<file path="config.mk">
export PLATFORM = sky130hd
export DESIGN_NAME = axis_rr_arbiter_flat
export DESIGN_NICKNAME = d
export VERILOG_FILES = /design/src/rtl/axis_rr_arbiter_if.sv /design/src/rtl/axis_rr_arbiter.sv /design/src/flat_wrapper.sv
export SDC_FILE = /design/constraint.sdc
export NUM_CORES = 1
export LEC_CHECK = 0
export CORE_ASPECT_RATIO = 1.75
export CORE_UTILIZATION = 35
export CTS_BUF_LIST = sky130_fd_sc_hd__clkbuf_16
export CTS_CLUSTER_SIZE = 28
export DETAILED_ROUTE_END_ITERATION = 8
export PLACE_DENSITY = 0.77
export REMOVE_ABC_BUFFERS = 1
export SLEW_MARGIN = 20
export SYNTH_ARGS = -nofsm -noshare
export SYNTH_HDL_FRONTEND = slang
export SYNTH_SLANG_ARGS = --single-unit
</file>
<file path="constraint.sdc">
create_clock -name clk -period 2.14 [get_ports clk]
set_input_delay 0.428 -clock clk [delete_from_list [all_inputs] [get_ports clk]]
set_output_delay 0.428 -clock clk [all_outputs]
set_load 0.01 [all_outputs]
</file>
<file path="src/rtl/axis_rr_arbiter_if.sv">
// Stream bundle around the 4:1 packet arbiter: N upstream AXI-Stream ports in, one downstream port out.
// slave is the arbiter's view; master is the view of the surrounding sources and sink.
interface axis_rr_arbiter_if #(
    parameter int DATA_W = 16,
    parameter int N      = 4
);
    logic [N-1:0]        s_tvalid;
    logic [N*DATA_W-1:0] s_tdata;
    logic [N-1:0]        s_tlast;
    logic [N-1:0]        s_tready;
    logic                m_tvalid;
    logic [DATA_W-1:0]   m_tdata;
    logic                m_tlast;
    logic                m_tready;

    modport slave (
        input  s_tvalid, s_tdata, s_tlast, m_tready,
        output s_tready, m_tvalid, m_tdata, m_tlast
    );

    modport master (
        output s_tvalid, s_tdata, s_tlast, m_tready,
        input  s_tready, m_tvalid, m_tdata, m_tlast
    );
endinterface

</file>
<file path="src/rtl/axis_rr_arbiter.sv">
// Packet-locked round-robin arbiter: 4 AXI-Stream requesters into one registered output stage.
// A requester keeps the grant from its first beat through its tlast beat.
module axis_rr_arbiter #(
    parameter int DATA_W = 16,
    parameter int N      = 4
) (
    input  logic              clk,
    input  logic              rst,
    axis_rr_arbiter_if.slave  bus,
    output logic [1:0]        grant,
    output logic              busy
);

    typedef enum logic {IDLE, LOCK} state_t;

    state_t            state, state_nxt;
    logic [1:0]        grant_nxt;
    logic [1:0]        last_grant, last_grant_nxt;
    logic [1:0]        sel, idx;
    logic              sel_found;
    logic [N-1:0]      ready;
    logic              out_free, s_xfer, m_xfer;
    logic              out_valid, out_last;
    logic [DATA_W-1:0] out_data;

    // The output register may accept a beat when empty or emptying this cycle.
    assign out_free = !out_valid || bus.m_tready;
    assign s_xfer   = (state == LOCK) && bus.s_tvalid[grant] && out_free;
    assign m_xfer   = out_valid && bus.m_tready;

    // Search starts one past the previous owner, so idle requesters are skipped for free.
    always_comb begin : rr_pick
        // NOTE: every always_comb output gets a default first so no path leaves it unassigned (no latch).
        sel       = '0;
        idx       = '0;
        sel_found = 1'b0;
        for (int k = 1; k <= N; k++) begin
            idx = last_grant + 2'(k);
            if (!sel_found && bus.s_tvalid[idx]) begin
                sel       = idx;
                sel_found = 1'b1;
            end
        end
    end

    always_comb begin : fsm_next
        state_nxt      = state;
        grant_nxt      = grant;
        last_grant_nxt = last_grant;
        ready          = '0;
        busy           = 1'b0;
        case (state)
            IDLE: begin
                if (sel_found) begin
                    state_nxt = LOCK;
                    grant_nxt = sel;
                end
            end
            LOCK: begin
                busy         = 1'b1;
                ready[grant] = out_free;
                if (s_xfer && bus.s_tlast[grant]) begin
                    state_nxt      = IDLE;
                    last_grant_nxt = grant;
                end
            end
            default: state_nxt = IDLE;
        endcase
    end

    always_ff @(posedge clk or posedge rst) begin : fsm_reg
        if (rst) begin
            state      <= IDLE;
            grant      <= '0;
            last_grant <= 2'd3;
        end else begin
            // NOTE: sequential state uses non-blocking assignment so every flop samples pre-edge values.
            state      <= state_nxt;
            grant      <= grant_nxt;
            last_grant <= last_grant_nxt;
        end
    end

    // Output stage reloads on the same edge it drains, giving one beat per cycle.
    always_ff @(posedge clk or posedge rst) begin : out_reg
        if (rst) begin
            out_valid <= 1'b0;
            out_data  <= '0;
            out_last  <= 1'b0;
        end else if (s_xfer) begin
            out_valid <= 1'b1;
            out_data  <= bus.s_tdata[grant*DATA_W +: DATA_W];
            out_last  <= bus.s_tlast[grant];
        end else if (m_xfer) begin
            out_valid <= 1'b0;
        end
    end

    assign bus.s_tready = ready;
    assign bus.m_tvalid = out_valid;
    assign bus.m_tdata  = out_data;
    assign bus.m_tlast  = out_last;

endmodule
</file>
<file path="src/flat_wrapper.sv">
// flat-port wrapper written by rule: the top's interface ports become plain ports
module axis_rr_arbiter_flat 
#(
    parameter int DATA_W = 16,
    parameter int N      = 4
)
  (clk, rst, grant, busy, bus_s_tvalid, bus_s_tdata, bus_s_tlast, bus_m_tready, bus_s_tready, bus_m_tvalid, bus_m_tdata, bus_m_tlast);
  axis_rr_arbiter_if #(.DATA_W(DATA_W), .N(N)) bus_i ();
  input  logic clk;
  input  logic rst;
  output logic [1:0] grant;
  output logic busy;
  input wire logic [$bits(bus_i.s_tvalid)-1:0] bus_s_tvalid;
  input wire logic [$bits(bus_i.s_tdata)-1:0] bus_s_tdata;
  input wire logic [$bits(bus_i.s_tlast)-1:0] bus_s_tlast;
  input wire logic [$bits(bus_i.m_tready)-1:0] bus_m_tready;
  output wire logic [$bits(bus_i.s_tready)-1:0] bus_s_tready;
  output wire logic [$bits(bus_i.m_tvalid)-1:0] bus_m_tvalid;
  output wire logic [$bits(bus_i.m_tdata)-1:0] bus_m_tdata;
  output wire logic [$bits(bus_i.m_tlast)-1:0] bus_m_tlast;
  assign bus_i.s_tvalid = bus_s_tvalid;
  assign bus_i.s_tdata = bus_s_tdata;
  assign bus_i.s_tlast = bus_s_tlast;
  assign bus_i.m_tready = bus_m_tready;
  assign bus_s_tready = bus_i.s_tready;
  assign bus_m_tvalid = bus_i.m_tvalid;
  assign bus_m_tdata = bus_i.m_tdata;
  assign bus_m_tlast = bus_i.m_tlast;
  axis_rr_arbiter #(.DATA_W(DATA_W), .N(N)) u_core (.clk(clk), .rst(rst), .bus(bus_i), .grant(grant), .busy(busy));
endmodule
</file>
==> key figures, run 1 <==
Power
  – Pwr dens: between 1000 and 1500 mW/mm2
  – VDD IR max: ~0.00091 V
  – Pleak: 1.08 nW

Yosys
  – Synth cell types: 29
  – Gate Count Post-Synth: between 90 and 100
  – Share of the synthesized area in the top cell type: a little over a third
  – Seq cells post-synth: 23
  – Post-synth top cells: dfrtp_1, mux4_2, mux2_2
  – Main flop type after synthesis: dfrtp_1
  – Number of synthesized flops with an enable pin: 0
  – Sequential area share after synthesis: 39.7%
  – Post-synth top area cell: dfrtp_1
  – Synth area leaders: dfrtp_1, mux4_2, mux2_4, mux2_2, dfstp_2
  – Warnings from Yosys: 0
  – Async S/R FF share, synth: 100%
  – Synth Cell Area: 0.00146 mm2
  – Avg Cell Area, Syn: between 10 and 15 um2
  – Top-count cell post-synth: dfrtp_1

Clock tree
  – Post-CTS Setup Bufs: 0
  – CTS tree: built
  – Clk slew on worst S/H paths: 0.06 ns
  – Clk_lat worst skew: 0.26 ns
  – Total CTS buffers: 3
  – TritonCTS Sinks: 23
  – H-tree Lvls: 1
  – CTS max path bufs: 2
  – Hold Buf Count CTS: 0
  – Root Buffer: clkbuf_16

Placed design
  – PortBufs: 99
  – HPWL after DPL: roughly 3.5 mm
  – Routability Congestion: 0.817

Detailed routing
  – First drt pass iteration count: 4
  – Post-route DRC: 0
  – First DRT Iteration DRCs: 34
  – DR WL/cell: 17.4 um
  – Vias/cell: between 5 and 6
  – Vias: 1327
  – Final WL: about 4.4 mm
  – ANT nets after route: 0

Timing
  – Setup TNS: 0 ns
  – Worst clock skew: roughly 0.0037 ns
  – Slew Limit Fails: 0
  – Rel. slew slack: between 70 and 80%
  – Hold_ws: between 0.4 and 0.5 ns
  – Worst Tran Pin Value: ~0.34 ns
  – Fmax: 512 MHz
  – Final setup fails: 0
  – Final min period: roughly 2 ns
  – Unrepaired setup endpoints after global routing: no
  – Hold Fails Final Rpt: 0
  – Fin crit share: between 90% and 100%

Floorplanning
  – Die H: between 80 and 90 um
  – Row count: 30
  – Core Area: 0.00394 mm2
  – Die area: roughly 0.0044 mm2
  – Ports: 100
  – Starting Density: 37.0%
  – DIE WIDTH: 50.8 um

Global routing
  – Largest net degree at the start of global routing: 24
  – Vias in the first global route: approximately 1500
  – GRT Resource Usage Total: ~22%
  – First-pass GRT wire length: ~7.1 mm
  – GRT overflow: 0
  – Antenna violations before repair: 0

Final layout
  – Final net count: roughly 280
  – Antenna Cells: 0
  – Final Core Density: between 60% and 70%
  – Area Overhead vs Synth: 80.5%
  – Share of cells above drive strength 1: between 20% and 30%

Setup path
  – WP data required: around 2.3 ns
  – CP max FO: 18
  – Worst Setup Start Kind: flip-flop
  – Critical path capture point type: flip-flop
  – Reg2reg start: u_core.grant[1]
  – Worst endpoint data arrival time: 2.10 ns
  – Critical path class: flip-flop to flip-flop
  – Critical Path Start: u_core.grant[1]

Worst hold path
  – HP Class: flip-flop to flip-flop
  – Hold path start: u_core.bus.m_tlast

Run
  – Total of max-cap violations: 0

Outcome
  – Run status: finished, final reports clean
state kept, by name, indices dropped and copies added (netlist names):
signal / cells
u_core.last_grant: 2
u_core.bus.m_tdata: 16
u_core.bus.m_tvalid: 1
u_core.state: 1
u_core.grant: 2
u_core.bus.m_tlast: 1
worst max-delay path: stages, from the launching register on:
cell and delay [ns]:
dfrtp_1 0.53, mux4_2 0.60, nand3_4 0.31, mux2_2 0.38
power by group:
group / total [mW] / switching [mW] / internal (mW)
Clock: 0.409 / 0.157 / 0.252
Combinational: 1.99 / 0.721 / 1.27
Sequential: 0.884 / 0.201 / 0.683
placed cells by master (no fill, tap or decap), drive strengths merged:
cell            n
a21bo           1
a21boi          1
a21o            1
a21oi           2
and3b           1
buf            11
clkbuf          3
clkdlybuf4s50  95
clkinv          1
dfrtp          21
dfstp           2
dlygate4sd2     4
inv             3
mux2           18
mux2i           1
mux4           18
nand2           4
nand2b          2
nand3           2
nand4           1
nor2            4
nor2b           1
nor3            3
nor3b           1
nor4            1
o21ai           1
o31ai           1
o41a            1
or4             1
timing repair:
item / CTS / global route
setup endpoints to repair: 4 / 1
gates resized for setup: 4 / 1
pin swaps: 0 / 0
cells by family after synthesis:
group | Yosys count | share of synthesized area [%]
mux | 37 | 44.5
flops | 23 | 39.7
simple gates | 21 | 8.42
buf+inv | 10 | 3.35
compound gates | 8 | 4.04
final timing paths:
| path | to | depth (start not counted) | slack, ns |
|---|---|---|---|
| worst max-delay path | u_core.bus.m_tdata[9] | 3 | 0.19 |
| worst min-delay path | u_core.bus.m_tlast | 1 | 0.50 |
| worst max register to register | u_core.bus.m_tdata[9] | 3 | 0.19 |
| worst min register to register | u_core.bus.m_tlast | 1 | 0.50 |
| max in group asynchronous | u_core.last_grant[0] | 3 | 1.35 |
| min in group asynchronous | u_core.bus.m_tdata[15] | 3 | 0.51 |
through the flow:
stage	total power, mW	std cells	setup slack (ns)	area (um2)
after CTS	3.32	254	0.0671	2630
final	3.28	254	0.185	2630
after global placement	2.84	250	-0.0654	2550
after global routing	3.48	254	0.0940	2630
after floorplan	2.00	92	-0.0674	1420
after detailed placement	2.90	250	-0.0977	2550
final cells by class:
type,count,area [um2]
fillers,314,1310
repair buffers,110,1070
multi-input cells,66,830
flip-flops and latches,23,579
clock buffers,3,75.1
well taps,48,60.1
inverters,3,11.3
clock inverters,1,5.00
layer usage:
| metal | track usage [%] | wire [um] |
|---|---|---|
| met1 | 21.8 | 1460 |
| met2 | 40.6 | 2550 |
| met3 | 5.06 | 253 |
| met4 | 11.1 | 168 |
| met5 | 0 | 0 |
Note: power is estimated with default switching activity, not from simulation.
==> run 2, diff against run 1 <==
Settings changed: SLEW_MARGIN 20 to 40.
==> results of run 2 <==
No change in the layout: final DEF, timing and power equal those of run 1.
==> run 3, diff against run 2 <==
Settings changed: SLEW_MARGIN 40 to not set.
==> results of run 3 <==
No change in the layout: final DEF, timing and power equal those of run 1.
